### config.mk
export PLATFORM = sky130hd
export DESIGN_NAME = burst_len_tally
export DESIGN_NICKNAME = d
export VERILOG_FILES = /design/src/rtl/burst_len_tally.sv
export SDC_FILE = /design/constraint.sdc
export NUM_CORES = 1
export LEC_CHECK = 0
export CAP_MARGIN = 5
export CORE_UTILIZATION = 40
export CTS_CLUSTER_DIAMETER = 30
export DETAILED_ROUTE_END_ITERATION = 6
export GPL_TIMING_DRIVEN = 1
export PLACE_DENSITY_LB_ADDON = 0.08
export SYNTH_ARGS = -nofsm -noshare
export SYNTH_HDL_FRONTEND = slang
export SYNTH_SLANG_ARGS = --single-unit
### constraint.sdc
create_clock -name clk -period 2.47 [get_ports clk]
set_clock_uncertainty 0.15 [all_clocks]
set_input_delay 0.247 -clock clk [delete_from_list [all_inputs] [get_ports clk]]
set_output_delay 0.247 -clock clk [all_outputs]
set_load 0.1 [all_outputs]
### src/rtl/burst_len_tally.sv
// Tallies stay pulses per run and queues each closed run's length in a small FIFO.
// Optional drop counter output enabled by defining BURST_LEN_TALLY_DROP_CNT_EN.
module burst_len_tally #(
  parameter int CNT_W = 8,
  parameter int DEPTH = 4
) (
  input  logic             clk,
  input  logic             rst,
  input  logic             g,
  input  logic             s,
  output logic             len_valid,
  input  logic             len_ready,
  output logic [CNT_W-1:0] len_data,
  output logic             len_sat,
  output logic             busy,
  output logic             full,
  output logic             drop_pulse
`ifdef BURST_LEN_TALLY_DROP_CNT_EN
  ,
  output logic [15:0]      drop_cnt
`endif
);

  localparam int AW = $clog2(DEPTH);
  localparam int OW = AW + 1;
  localparam logic [CNT_W-1:0] CNT_MAX = '1;

  typedef enum logic {IDLE, ACTIVE} state_e;

  state_e           state_q;
  logic             busy_q;
  logic [CNT_W-1:0] cnt_q;

  logic [CNT_W:0]   mem [DEPTH];
  logic [AW-1:0]    wr_ptr_q, wr_ptr_d;
  logic [AW-1:0]    rd_ptr_q, rd_ptr_d;
  logic [OW-1:0]    occ_q, occ_d, occ_rem;
  logic             len_valid_q;
  logic [CNT_W-1:0] len_data_q;
  logic             len_sat_q;
  logic             full_q;
  logic             drop_pulse_q;

  logic [CNT_W-1:0] entry_len;
  logic             entry_sat;
  logic             pop, push;
  logic [CNT_W:0]   head_d;

  always_comb begin
    entry_sat = (cnt_q == CNT_MAX);
    entry_len = entry_sat ? CNT_MAX : cnt_q + 1'b1;
    pop       = len_valid_q && len_ready;
    // A full FIFO still accepts the run if the head leaves in the same cycle.
    push      = g && (!full_q || pop);
    occ_rem   = occ_q - OW'(pop);
    occ_d     = occ_rem + OW'(push);
    wr_ptr_d  = wr_ptr_q + AW'(push);
    rd_ptr_d  = rd_ptr_q + AW'(pop);
    head_d    = '0;
    if (occ_d != '0) begin
      head_d = (occ_rem == '0) ? {entry_sat, entry_len} : mem[rd_ptr_d];
    end
  end

  always_ff @(posedge clk) begin
    if (rst) begin
      state_q <= IDLE;
      busy_q  <= 1'b0;
      cnt_q   <= '0;
    end else if (g) begin
      state_q <= IDLE;
      busy_q  <= 1'b0;
      cnt_q   <= '0;
    end else if (s) begin
      state_q <= ACTIVE;
      busy_q  <= 1'b1;
      cnt_q   <= (cnt_q == CNT_MAX) ? CNT_MAX : cnt_q + 1'b1;
    end
  end

  always_ff @(posedge clk) begin
    if (!rst && push) begin
      mem[wr_ptr_q] <= {entry_sat, entry_len};
    end
  end

  // FIFO control and registered head presentation
  always_ff @(posedge clk) begin
    if (rst) begin
      wr_ptr_q     <= '0;
      rd_ptr_q     <= '0;
      occ_q        <= '0;
      len_valid_q  <= 1'b0;
      len_data_q   <= '0;
      len_sat_q    <= 1'b0;
      full_q       <= 1'b0;
      drop_pulse_q <= 1'b0;
    end else begin
      wr_ptr_q     <= wr_ptr_d;
      rd_ptr_q     <= rd_ptr_d;
      occ_q        <= occ_d;
      len_valid_q  <= (occ_d != '0);
      len_data_q   <= head_d[CNT_W-1:0];
      len_sat_q    <= head_d[CNT_W];
      full_q       <= (occ_d == OW'(DEPTH));
      drop_pulse_q <= g && !push;
    end
  end

`ifdef BURST_LEN_TALLY_DROP_CNT_EN
  logic [15:0] drop_cnt_q;

  always_ff @(posedge clk) begin
    if (rst) begin
      drop_cnt_q <= '0;
    end else if (g && !push && drop_cnt_q != 16'hFFFF) begin
      drop_cnt_q <= drop_cnt_q + 16'd1;
    end
  end

  assign drop_cnt = drop_cnt_q;
`endif

  assign busy       = busy_q;
  assign len_valid  = len_valid_q;
  assign len_data   = len_data_q;
  assign len_sat    = len_sat_q;
  assign full       = full_q;
  assign drop_pulse = drop_pulse_q;

endmodule
==> impl_metrics.csv, run 1 <==
group,metric,value,unit
outcome,run_status,"completed",
grt,globalRoute.totalOverflow,0,
power,power.ir.vdd_worst,0.624,mV
clock_network,cts_setup_buffers,0,
critical_path,critPathSlowestCell,"sky130_fd_sc_hd__a31oi_2",
clock_network,cts.reportedPaths.clkPinSlew,0.06,ns
clock_network,tritoncts,"built",
yosys,synth_cell_type_count,44,
placement,number_of_buffers_added_on_ports,17,
yosys,ys.flop_type,"sky130_fd_sc_hd__edfxtp_1",
yosys,synthesis.area_per_instance,13.2,um^2
clock_network,clock_sinks,64,
drt,first_iter_violations,65,
yosys,synth_register_bits,64,
drt,routed_len_inst,16.4,um
power,pwr_density_cell,1130,nW/um^2
clock_network,tritoncts.num_buffers,9,
critical_path,critical_path.cell_chain,"and2_1 -> ha_1 -> ha_1 -> xnor2_2 -> a31oi_2 -> a22oi_1 -> o211a_1",
clock_network,clock_tree.buffer_depth,2,
critical_path,timing.critical_path.from,"len_valid$_SDFF_PP0_",
critical_path,worst_r2r_startpoint,"len_valid$_SDFF_PP0_",
sta,period_share,0.903,
critical_path,timing.critical_path.max_delay_family,"compound AO/OA/AOI/OAI gates",
sta,setup_repair_after_global_routing_missed_its_margin,"no",
floorplanning,row_count,29,
critical_path,worst_setup_path_end_kind,"flop",
worst_hold_path,hold_path.class,"flop to flop",
drt,drc,0,
yosys,asyncSetResetFlopFracSynth,0,
drt,dr_total_vias,1676,
floorplanning,design.die.area,6920,um^2
grt,grt_antenna_before_repair,0,
critical_path,cp_data_required_time,2.55,ns
drt,antenna_left,0,
sta,timing.final.hold_violations,0,
sta,fin_setup_tns,0,ns
final_layout,flow.area_growth_from_synthesis,20.2,%
sta,postLayoutSetupSlackWorst,0.241,ns
floorplanning,initial_core_utilization,0.415,
flow_run,maxCapViolCount,0,
final_layout,final_design_area_no_fill,3170,um^2
sta,timing.final.crit_period,2.23,ns
final_layout,antennaDiodeCount,0,
floorplanning,die_height,83.2,um
placement,placed_area,2970,um^2
worst_hold_path,holdCritStartpoint,"busy$_SDFFE_PP0P_",
yosys,synth_sequential_area_ratio,0.623,
sta,fin_hold_ws,0.317,ns
drt,detail_route.first_pass.iterations,5,
floorplanning,coreArea,6350,um^2
clock_network,cts-root-buf,"sky130_fd_sc_hd__clkbuf_8",
yosys,synthesis.instances,199,
drt,drt-total-wl,5170,um
grt,via_count_of_the_first_global_routing_pass,1668,
clock_network,cts_resized,0,
critical_path,top_cell_by_count_worst_path,"sky130_fd_sc_hd__ha_1",
yosys,synth_warnings,0,
floorplanning,ios,18,
sta,slew_headroom,0.523,
clock_network,hold_buffers,0,
clock_network,htreeDepth,3,
final_layout,final_net_count,244,
critical_path,cp_data_arrival_time,2.31,ns
yosys,synthDominantCellAreaShare,0.410,
drt,routed_via_density,5.30,
sta,final_number_of_max_transition_violations,0,
critical_path,timing.critical_path.slowest_cell_delay,0.56,ns
critical_path,crit_fanout,9,
grt,grt_pass1_wl,8190,um
floorplanning,floorplan.die.width,83.2,um
yosys,synth-edff-count,36,
yosys,post_synthesis_cell_area,2640,um^2
power,totalPowerFinal,3580,uW
placement,post_dp_hpwl,3530,um
critical_path,path_class,"flop to flop",
sta,setup_viol,0,
clock_network,clock_latency_at_the_later_pin_of_the_worst_skew_pair,0.34,ns
power,power.static_leakage,0.00125,uW
final_layout,post_route_cells_drive_above_1_share,0.222,
placement,placement.setup.worst_slack,-0.0777,ns
sta,worst-slew-pin-transition,0.708,ns
yosys,cell_taking_the_most_area_after_synthesis,"sky130_fd_sc_hd__edfxtp_1",
yosys,synth_fp_nets,209,
critical_path,startpoint_kind_of_the_worst_setup_timing_path,"flop",
critical_path,crit_buf_inv,0,
placement,gp_congestion,0.900,
yosys,synth_area_leaders,"sky130_fd_sc_hd__edfxtp_1 (41%), sky130_fd_sc_hd__dfxtp_1 (21%), sky130_fd_sc_hd__mux2i_1 (7.2%)",
grt,grt_max_degree,20,
sta,max_clock_freq,449,MHz
grt,grt_usage,0.158,
==> power by group <==
part           internal [uW]  leakage (uW)  switching, uW
logic                    444      0.000601            930
clock network            518      0.000103            369
registers               1260      0.000545           58.3
total                   2220       0.00125           1360
==> cell usage in the layout, fill, tap and decap left out, types with 2 or more instances in the layout <==
cell,netlist,routed
sky130_fd_sc_hd__a21oi_1,3,3
sky130_fd_sc_hd__a22oi_1,8,8
sky130_fd_sc_hd__a31oi_1,4,4
sky130_fd_sc_hd__a31oi_2,2,2
sky130_fd_sc_hd__and3_1,4,4
sky130_fd_sc_hd__and4_1,2,2
sky130_fd_sc_hd__buf_4,0,25
sky130_fd_sc_hd__clkbuf_1,4,2
sky130_fd_sc_hd__clkbuf_8,0,11
sky130_fd_sc_hd__clkdlybuf4s50_1,0,4
sky130_fd_sc_hd__clkinv_2,0,2
sky130_fd_sc_hd__dfxtp_1,28,27
sky130_fd_sc_hd__edfxtp_1,36,36
sky130_fd_sc_hd__ha_1,5,5
sky130_fd_sc_hd__inv_1,8,8
sky130_fd_sc_hd__mux2i_1,19,19
sky130_fd_sc_hd__nand2_1,4,4
sky130_fd_sc_hd__nand2b_1,2,2
sky130_fd_sc_hd__nand3_1,4,4
sky130_fd_sc_hd__nor2_1,21,21
sky130_fd_sc_hd__nor2b_1,2,2
sky130_fd_sc_hd__nor3_1,3,3
sky130_fd_sc_hd__nor3b_1,2,2
sky130_fd_sc_hd__nor4b_2,0,2
sky130_fd_sc_hd__o211a_1,10,10
sky130_fd_sc_hd__or2_2,2,2
sky130_fd_sc_hd__xor2_1,3,3
==> cell type report <==
type	count	area, um^2
timing repair buffer	30	248
fill	575	3180
clock inverter	3	40.0
multi-input combinational	121	950
clock buffer	13	159
sequential	64	1650
inverter	8	30.0
tap	77	96.3
==> sequential cells by signal, summed over array words and instances, names as in the netlist, 2 cells and up <==
| name | flops |
|---|---|
| rd_ptr_q | 2 |
| wr_ptr_q | 2 |
| occ_q | 3 |
| cnt_q | 8 |
| len_data | 8 |
| mem | 36 |
==> kinds of logic (layout without fill, tap and decap cells) <==
| group | Yosys count | after routing | share of synthesized area |
|---|---|---|---|
| AOI/OAI and AO/OA | 38 | 38 | 0.119 |
| adders and majority gates | 5 | 5 | 0.0237 |
| xor gates and xnor gates | 6 | 6 | 0.0299 |
| muxes | 19 | 19 | 0.0721 |
| DFF | 64 | 64 | 0.623 |
| and+or+nand+nor | 53 | 53 | 0.106 |
| buffers and inverters | 14 | 54 | 0.0266 |
==> worst reg2reg max path: cells and delay by family, from the launching register on <==
kind            cells  cell delay [ns]
xor+xnor            1             0.18
flops               1             0.35
fa+ha+maj           2             0.39
compound gates      3             0.88
simple gates        1             0.17
==> worst paths after layout <==
check	endpoint	slack, ns	cells past startpoint
setup / recovery	len_data[2]$_SDFF_PP0_	0.24	7
hold / removal	busy$_SDFFE_PP0P_	0.32	2
setup reg to reg	len_data[2]$_SDFF_PP0_	0.24	7
hold reg to reg	busy$_SDFFE_PP0P_	0.32	2
==> through the flow <==
stage | util | cells
floorplan | - | 199
global placement | 0.468 | 300
detailed placement | 0.468 | 300
CTS | 0.499 | 316
global route | 0.499 | 316
finish | 0.499 | 316
==> routing by layer <==
metal | GRT usage | routed length (um) | up-vias
met3 | 0.0358 | 213 | 11
met5 | 0 | 0 | -
met1 | 0.191 | 2350 | 806
met4 | 0.102 | 137 | 0
li1 | - | - | 824
met2 | 0.256 | 2460 | 35
==> synthesized netlist by cell type, types with 3 or more instances <==
cell type,instances
sky130_fd_sc_hd__a21oi_1,3
sky130_fd_sc_hd__a22oi_1,8
sky130_fd_sc_hd__a31oi_1,4
sky130_fd_sc_hd__and3_1,4
sky130_fd_sc_hd__clkbuf_1,4
sky130_fd_sc_hd__dfxtp_1,28
sky130_fd_sc_hd__edfxtp_1,36
sky130_fd_sc_hd__ha_1,5
sky130_fd_sc_hd__inv_1,8
sky130_fd_sc_hd__mux2i_1,19
sky130_fd_sc_hd__nand2_1,4
sky130_fd_sc_hd__nand3_1,4
sky130_fd_sc_hd__nor2_1,21
sky130_fd_sc_hd__nor3_1,3
sky130_fd_sc_hd__o211a_1,10
sky130_fd_sc_hd__xor2_1,3
Power figures use the tool's default switching activity.
==> inputs of run 2 (changes only) <==
--- a/config.mk
+++ b/config.mk
@@ -11,6 +11,7 @@
 export DETAILED_ROUTE_END_ITERATION = 6
 export GPL_TIMING_DRIVEN = 1
 export PLACE_DENSITY_LB_ADDON = 0.08
+export RECOVER_POWER = 100
 export SYNTH_ARGS = -nofsm -noshare
 export SYNTH_HDL_FRONTEND = slang
 export SYNTH_SLANG_ARGS = --single-unit
==> constraint.sdc (replaced) <==
create_clock -name clk -period 2.6 [get_ports clk]
set_clock_uncertainty 0.15 [all_clocks]
set_input_delay 0.26 -clock clk [delete_from_list [all_inputs] [get_ports clk]]
set_output_delay 0.26 -clock clk [all_outputs]
set_load 0.1 [all_outputs]
==> run 2 against run 1 <==
Effect of this change:
- flip-flop and latch count unchanged
- register-to-register slack improved by 0.13 ns
- first-iteration DRC count increased by 75%
- clock-buffer cell count decreased by 2
- die area unchanged
- cell area decreased by 3.9%
- non-clock buffer count decreased by 2
- cell count decreased by 0.63%
- sequential share of layout area increased by 2.1 points
- critical endpoint is now len_data[7]$_SDFF_PP0_
- largest power group is now sequential cells
==> impl_metrics.csv, run 2 (synthesis gave the netlist of run 1 again) <==
group,metric,value,unit
clock_network,cts-root-buf,"sky130_fd_sc_hd__clkbuf_8",
grt,via_count_of_the_first_global_routing_pass,1663,
final_layout,multi_input_area,931,um^2
clock_network,cts_setup_buffers,0,
outcome,run_status,"completed",
clock_network,clock_tree.buffer_depth,2,
critical_path,worst_setup_path_end_kind,"flop",
critical_path,top_cell_by_count_worst_path,"sky130_fd_sc_hd__ha_1",
final_layout,layoutNonFillerInstCount,314,
final_layout,largest_register_ff_count,36,
drt,first_iter_violations,114,
floorplanning,ios,18,
floorplanning,floorplan.die.width,83.2,um
sta,final_number_of_max_transition_violations,0,
drt,drc,0,
critical_path,path_class,"input pin to flop",
floorplanning,initial_core_utilization,0.415,
drt,antenna_left,0,
clock_network,clock_latency_at_the_later_pin_of_the_worst_skew_pair,0.32,ns
clock_network,htreeDepth,3,
sta,worst-slew-pin-transition,1.17,ns
sta,setup_repair_after_global_routing_missed_its_margin,"no",
drt,dr_total_vias,1681,
sta,period_share,0.870,
drt,routed_len_inst,16.4,um
sta,max_clock_freq,442,MHz
critical_path,cp_data_required_time,2.71,ns
critical_path,cp_data_arrival_time,2.37,ns
power,power.ir.vdd_worst,0.406,mV
drt,routed_via_density,5.35,
grt,globalRoute.totalOverflow,0,
sta,postLayoutSetupSlackWorst,0.338,ns
placement,number_of_buffers_added_on_ports,17,
placement,post_dp_hpwl,3470,um
floorplanning,row_count,29,
final_layout,mostFrequentLayoutCell,"sky130_fd_sc_hd__edfxtp_1",
worst_hold_path,hold_path.class,"flop to flop",
clock_network,cts_resized,0,
clock_network,cts.reportedPaths.clkPinSlew,0.07,ns
grt,grt_antenna_before_repair,0,
floorplanning,design.die.area,6920,um^2
power,pwr_density_cell,1050,nW/um^2
drt,detail_route.wirelength.met1,2360,um
critical_path,critPathSlowestCell,"sky130_fd_sc_hd__clkdlybuf4s50_1",
sta,slew_headroom,0.224,
clock_network,tritoncts.num_buffers,9,
final_layout,final_net_count,242,
sta,fin_setup_tns,0,ns
grt,grt_usage,0.160,
drt,detail_route.first_pass.iterations,4,
clock_network,tritoncts,"built",
placement,total_instance_count_after_detailed_placement,298,
power,power.static_leakage,0.00114,uW
sta,timing.final.hold_violations,0,
drt,drt-total-wl,5130,um
sta,setup_viol,0,
clock_network,clock_sinks,64,
final_layout,flow.area_growth_from_synthesis,15.4,%
final_layout,sequential_cell_area,1640,um^2
critical_path,crit_fanout,10,
placement,gp_congestion,0.847,
critical_path,critical_path.cell_chain,"clkdlybuf4s50_1 -> and2_0 -> ha_1 -> ha_1 -> inv_1 -> ha_1 -> xor2_1 -> a31oi_2 -> buf_4 -> o211a_1",
grt,grt_max_degree,20,
grt,grt_pass1_wl,8480,um
critical_path,timing.critical_path.max_delay_family,"adder cells",
drt,met3RoutedLength,156,um
critical_path,timing.critical_path.slowest_cell_delay,0.43,ns
drt,met2_wirelength,2570,um
critical_path,startpoint_kind_of_the_worst_setup_timing_path,"input pin",
final_layout,layout_common_cells,"sky130_fd_sc_hd__edfxtp_1 (36), sky130_fd_sc_hd__dfxtp_1 (27), sky130_fd_sc_hd__nor2_1 (21)",
flow_run,maxCapViolCount,0,
floorplanning,die_height,83.2,um
sta,timing.final.crit_period,2.26,ns
placement,placement.setup.worst_slack,0.0117,ns
critical_path,crit_buf_inv,3,
final_layout,register_containing_the_most_flip_flops_in_the_final_layout,"mem",
drt,topRoutingLayerUsed,"met4",
final_layout,fillerInstances,576,
final_layout,antennaDiodeCount,0,
clock_network,hold_buffers,0,
final_layout,post_route_cells_drive_above_1_share,0.131,
floorplanning,coreArea,6350,um^2
run 2: cell count changes in the layout (fill, tap and decap cells not counted), sizes merged:
cell / delta
bufinv: -1
clkinvlp: +3
buf: -19
clkbuf: +15
clkdlybuf4s50: -2
dlygate4sd3: +2
run 2: path summary, 6_finish.rpt:
check / start / to / slack, ns / depth (start not counted)
min: busy$_SDFFE_PP0P_ / busy$_SDFFE_PP0P_ / 0.33 / 2
max reg2reg: len_valid$_SDFF_PP0_ / len_data[7]$_SDFF_PP0_ / 0.37 / 9
max: len_ready / len_data[7]$_SDFF_PP0_ / 0.34 / 10
min reg2reg: busy$_SDFFE_PP0P_ / busy$_SDFFE_PP0P_ / 0.33 / 2
run 2: report_power, final:
| part | internal [uW] | leakage [uW] | switching (uW) |
|---|---|---|---|
| sequential | 1190 | 0.000545 | 49.8 |
| clock | 369 | 0.0000813 | 365 |
| combinational | 355 | 0.000518 | 877 |
| total | 1920 | 0.00114 | 1290 |
run 2: worst min-delay path: stages, from the launching register on:
cell and delay, ns:
sky130_fd_sc_hd__dfxtp_1 0.31, sky130_fd_sc_hd__nor2_1 0.08, sky130_fd_sc_hd__nor2_1 0.04
run 2: layer usage:
metal,global-route usage,vias to the layer above
met5,0,-
met4,0.0658,0
met3,0.0288,4
met2,0.273,35
met1,0.201,826
li1,-,816
run 2: area by class of cell:
cell class / instances / share of cell area
clock inverters: 5 / 0.0107
inverters: 8 / 0.00987
multi-input cells: 121 / 0.306
well taps: 77 / 0.0317
flip-flops and latches: 64 / 0.540
clock buffers: 11 / 0.0465
repair buffers: 28 / 0.0555
run 2: stage by stage:
stage	hold WS, ns	power [uW]	util	area, um^2
after global routing	0.374	3360	0.479	3040
after global placement	0.305	2540	0.464	2950
after CTS	0.337	3300	0.491	3120
after floorplan	0.190	2220	-	2640
final	0.329	3210	0.479	3040
after detailed placement	0.313	2560	0.464	2950
==> inputs of run 3 (changes only) <==
==> constraint.sdc (replaced) <==
create_clock -name clk -period 2.1 [get_ports clk]
set_clock_uncertainty 0.15 [all_clocks]
set_input_delay 0.21 -clock clk [delete_from_list [all_inputs] [get_ports clk]]
set_output_delay 0.21 -clock clk [all_outputs]
set_load 0.1 [all_outputs]
==> run 3 against run 2 <==
Effect of this change:
- power grew 41%
- critical path depth shrank 1
- register-to-register slack worse by 0.27 ns
- largest cell class unchanged
==> impl_metrics.csv, run 3 (synthesis gave the netlist of run 1 again) <==
group,metric,value,unit
clock_network,cts_setup_buffers,0,
outcome,run_status,"completed",
clock_network,htreeDepth,3,
grt,grt_usage,0.173,
power,power_frac_clock,0.246,
drt,first_iter_violations,98,
critical_path,regToRegSetupSlack,0.10,ns
placement,gp_congestion,0.905,
final_layout,post_route_cells_drive_above_1_share,0.263,
sta,setup_repair_after_global_routing_missed_its_margin,"no",
grt,grt_max_degree,20,
drt,drt-total-wl,5520,um
clock_network,tritoncts,"built",
floorplanning,floorplan.die.width,83.2,um
grt,grt_pass1_wl,8970,um
drt,routed_len_inst,17.0,um
power,internal-power,2830,uW
sta,slew_headroom,0.633,
placement,post_dp_hpwl,3830,um
critical_path,worst_setup_path_end_kind,"flop",
sta,timing.final.crit_period,2.00,ns
grt,globalRoute.totalOverflow,0,
sta,period_share,0.951,
drt,routed_via_density,5.35,
critical_path,worst_r2r_startpoint,"len_valid$_SDFF_PP0_",
clock_network,clock_latency_at_the_later_pin_of_the_worst_skew_pair,0.33,ns
grt,via_count_of_the_first_global_routing_pass,1752,
final_layout,flow.area_growth_from_synthesis,24.8,%
final_layout,layout_common_cells,"sky130_fd_sc_hd__edfxtp_1 (36), sky130_fd_sc_hd__dfxtp_1 (26), sky130_fd_sc_hd__nor2_1 (19), sky130_fd_sc_hd__mux2i_1 (19), sky130_fd_sc_hd__clkbuf_2 (16)",
final_layout,layoutNonFillerInstCount,324,
clock_network,clock_tree.buffer_depth,2,
power,power.static_leakage,0.00128,uW
critical_path,timing.critical_path.from,"len_valid$_SDFF_PP0_",
drt,antenna_left,0,
critical_path,path_class,"flop to flop",
power,p_sw,1690,uW
clock_network,cts.reportedPaths.clkPinSlew,0.07,ns
floorplanning,design.die.area,6920,um^2
critical_path,crit_fanout,10,
floorplanning,coreArea,6350,um^2
sta,fin_hold_ws,0.237,ns
critical_path,startpoint_kind_of_the_worst_setup_timing_path,"flop",
critical_path,r2r_depth,9,
critical_path,cp_data_required_time,2.17,ns
drt,drc,0,
sta,timing.final.hold_violations,0,
clock_network,clock_sinks,64,
critical_path,critical_path.reg2reg.endpoint,"len_data[4]$_SDFF_PP0_",
clock_network,cts-root-buf,"sky130_fd_sc_hd__clkbuf_8",
placement,total_instance_count_after_detailed_placement,308,
flow_run,maxCapViolCount,0,
power,power.share.sequential,0.345,
final_layout,mostFrequentLayoutCell,"sky130_fd_sc_hd__edfxtp_1",
final_layout,final_core_util,0.518,
power,switching_share,0.373,
sta,worst-slew-pin-transition,0.543,ns
power,combinationalPowerShare,0.409,
sta,setup_viol,0,
final_layout,largest_register_ff_count,36,
floorplanning,die_height,83.2,um
grt,grt_antenna_before_repair,0,
floorplanning,ios,18,
final_layout,register_containing_the_most_flip_flops_in_the_final_layout,"mem",
floorplanning,row_count,29,
final_layout,final_net_count,252,
worst_hold_path,hold_path.class,"input pin to flop",
drt,dr_total_vias,1734,
critical_path,cp_data_arrival_time,2.07,ns
placement,number_of_buffers_added_on_ports,17,
power,power.ir.vdd_worst,0.821,mV
clock_network,tritoncts.num_buffers,9,
sta,max_clock_freq,501,MHz
clock_network,hold_buffers,0,
floorplanning,initial_core_utilization,0.415,
drt,detail_route.first_pass.iterations,4,
sta,final_number_of_max_transition_violations,0,
final_layout,antennaDiodeCount,0,
power,pwr_density_cell,1370,nW/um^2
critical_path,crit_path_end,"len_data[4]$_SDFF_PP0_",
run 3: power groups by stage:
stage                     clock [uW]  combinational [uW]  sequential [uW]
after floorplan                    0                 768             2090
after global placement             0                1860             1580
after detailed placement           0                1900             1590
after CTS                       1140                1900             1560
after global routing            1200                1970             1580
final                           1110                1850             1560
run 3: worst min path at each step:
stage	start	end	slack (ns)	depth (start not counted)
after floorplan	rst	occ_q[2]$_SDFF_PP0_	0.13	1
after CTS	busy$_SDFFE_PP0P_	busy$_SDFFE_PP0P_	0.33	2
after detailed placement	busy$_SDFFE_PP0P_	busy$_SDFFE_PP0P_	0.31	2
after global placement	busy$_SDFFE_PP0P_	busy$_SDFFE_PP0P_	0.31	2
final	len_ready	drop_pulse$_SDFF_PP0_	0.24	4
after global routing	len_ready	drop_pulse$_SDFF_PP0_	0.24	4
run 3: through the flow:
stage | TNS (ns) | cell area [um^2] | setup WS (ns) | power, uW
finish | 0 | 3290 | 0.104 | 4520
global route | 0 | 3290 | 0.0139 | 4750
CTS | 0 | 3340 | 0.0291 | 4600
detailed placement | -4.96 | 3120 | -0.312 | 3480
global placement | -2.26 | 3120 | -0.223 | 3440
floorplan | -1.60 | 2730 | -0.122 | 2860
run 3: critical path, stage by stage, from the launching register on:
cell,delay [ns]
sky130_fd_sc_hd__dfxtp_4,0.35
sky130_fd_sc_hd__and2_4,0.14
sky130_fd_sc_hd__ha_4,0.21
sky130_fd_sc_hd__nand2b_4,0.14
sky130_fd_sc_hd__nor2_2,0.11
sky130_fd_sc_hd__ha_2,0.20
sky130_fd_sc_hd__xor2_2,0.19
sky130_fd_sc_hd__a31oi_4,0.12
sky130_fd_sc_hd__buf_12,0.16
sky130_fd_sc_hd__o211a_1,0.12
run 3: metal layers:
| layer | share of wire | GRT usage | vias up | routed length (um) |
|---|---|---|---|---|
| li1 | - | - | 839 | - |
| met1 | 0.45 | 0.222 | 847 | 2470 |
| met2 | 0.50 | 0.282 | 35 | 2750 |
| met3 | 0.035 | 0.0328 | 13 | 192 |
| met4 | 0.018 | 0.0846 | 0 | 101 |
| met5 | 0 | 0 | - | 0 |
run 3: area by class of cell:
type | count | area (um^2)
Clock buffer | 10 | 128
Clock inverter | 6 | 83.8
Fill cell | 557 | 3060
Inverter | 8 | 30.0
Multi-Input combinational cell | 121 | 1010
Sequential cell | 64 | 1650
Tap cell | 77 | 96.3
Timing Repair Buffer | 38 | 300
run 3: timing repair:
item,4_1_cts,5_1_grt
gates resized for setup,0,7
hold endpoints to repair,0,0
endpoints found under the setup margin,0,13
==> edit, RTL diff (settings of run 2) <==
Build with the macro `BURST_LEN_TALLY_DROP_CNT_EN` defined.
--- a/src/rtl/burst_len_tally.sv
+++ b/src/rtl/burst_len_tally.sv
@@ -1,5 +1,7 @@
 // Tallies stay pulses per run and queues each closed run's length in a small FIFO.
 // Optional drop counter output enabled by defining BURST_LEN_TALLY_DROP_CNT_EN.
+`define BURST_LEN_TALLY_DROP_CNT_EN
+
 module burst_len_tally #(
   parameter int CNT_W = 8,
   parameter int DEPTH = 4
Check against the original RTL (old outputs only; new: drop_cnt): equivalent (equiv_simple and equiv_induct, registers matched by name and starting in step).
==> edit against run 2 <==
  * Routed wire length rose by 40%
  * Area after synthesis rose by 30%
  * Cell count increased by 47%
  * Power is 15% higher
  * Sequential cell count grew 16
  * Count of clock-buffer cells in the layout fell by 2
  * Final area increased by 32%
  * Setup slack got worse by 0.031 ns
  * Clock power is 27% higher
  * Global-route usage is 1.2 points higher
  * Critical endpoint is now drop_cnt[14]$_SDFFE_PP0P_
  * Largest cell class unchanged
  * Largest power group unchanged
==> edit: results (changes against run 2) <==
[synthesis]
synth_nets=311  ; was 209
synth_area_per_cell_um2=11.44  ; was 13.25 um^2
ys_seq_area_frac=0.5716  ; was 0.6227
synth_compound_area_frac=0.1502  ; was 0.1187
synth.distinct_cells=52  ; was 44
ys_top_cells_by_count=dfxtp_1, edfxtp_1, nor2_1  ; was edfxtp_1, dfxtp_1, nor2_1
synthTopCellsByArea=edfxtp_1, dfxtp_1, mux2i_1  ; unchanged

[layout]
buf_share=0.06842  ; was 0.05551
area_growth_pct=16.70  ; was 15.42%
multi_input_area_share=0.3424  ; was 0.3059
layout.non_clock_inverters=12  ; was 8
n_sequential_cell=80  ; was 64
n_all_buffers=52  ; was 28

[global_routing]
track_usage=0.1726  ; was 0.1603
use_met1=0.2379  ; was 0.2014
met3_usage=0.03140  ; was 0.02883
grt_pass1_wl_um=11600  ; was 8480 um

[placed_design]
port_buffers=33  ; was 17
dp_hpwl_um=4843  ; was 3469 um
gp_congestion=0.8428  ; was 0.8473

[setup_path]
worstRegToRegCells=5  ; was 9
arrival_ns=2.39  ; was 2.37 ns
crit_slowest_cell=dlygate4sd3_1  ; was clkdlybuf4s50_1

[floorplanning]
die-area_um2=8955  ; was 6920 um^2

[power_and_ir_drop]
ir_worst_vdd_v=0.0002785  ; was 0.0004063 V
power.leakage_uw=0.001387  ; was 0.001145 uW

[route]
dr_wl_met2_um=3192  ; was 2574 um
drt_iter0_markers=150  ; was 114
wirelength_um=7171  ; was 5134 um
num_vias=2505  ; was 1681

[clocking]
path_clk_slew_ns=0.09  ; was 0.07 ns

[status]
run_status=completed  ; unchanged

[sta]
period_needed_ns=2.292  ; was 2.262 ns

edit: changes by cell type after synthesis, moves of 4 or more:
cell	run 2	this run
a21oi_1	3	15
clkbuf_1	4	8
dfxtp_1	28	44
nand2_1	4	13
nand2b_1	2	7
nand3_1	4	12
nand4_1	1	7
o21ai_0	1	5
o31ai_1	0	7
or4_1	0	8
edit: critical path: cells and delay by family:
family          cells  cell delay, ns
compound gates      1            0.21
buf+inv             2            0.68
mux                 1            0.35
simple gates        2            0.89
edit: worst min path at each step:
stage	from	to	cells after the start
after floorplan	g	wr_ptr_q[1]$_SDFF_PP0_	3
after global placement	busy$_SDFFE_PP0P_	busy$_SDFFE_PP0P_	2
after global routing	busy$_SDFFE_PP0P_	busy$_SDFFE_PP0P_	2
after CTS	busy$_SDFFE_PP0P_	busy$_SDFFE_PP0P_	2
final	busy$_SDFFE_PP0P_	busy$_SDFFE_PP0P_	2
after detailed placement	busy$_SDFFE_PP0P_	busy$_SDFFE_PP0P_	2
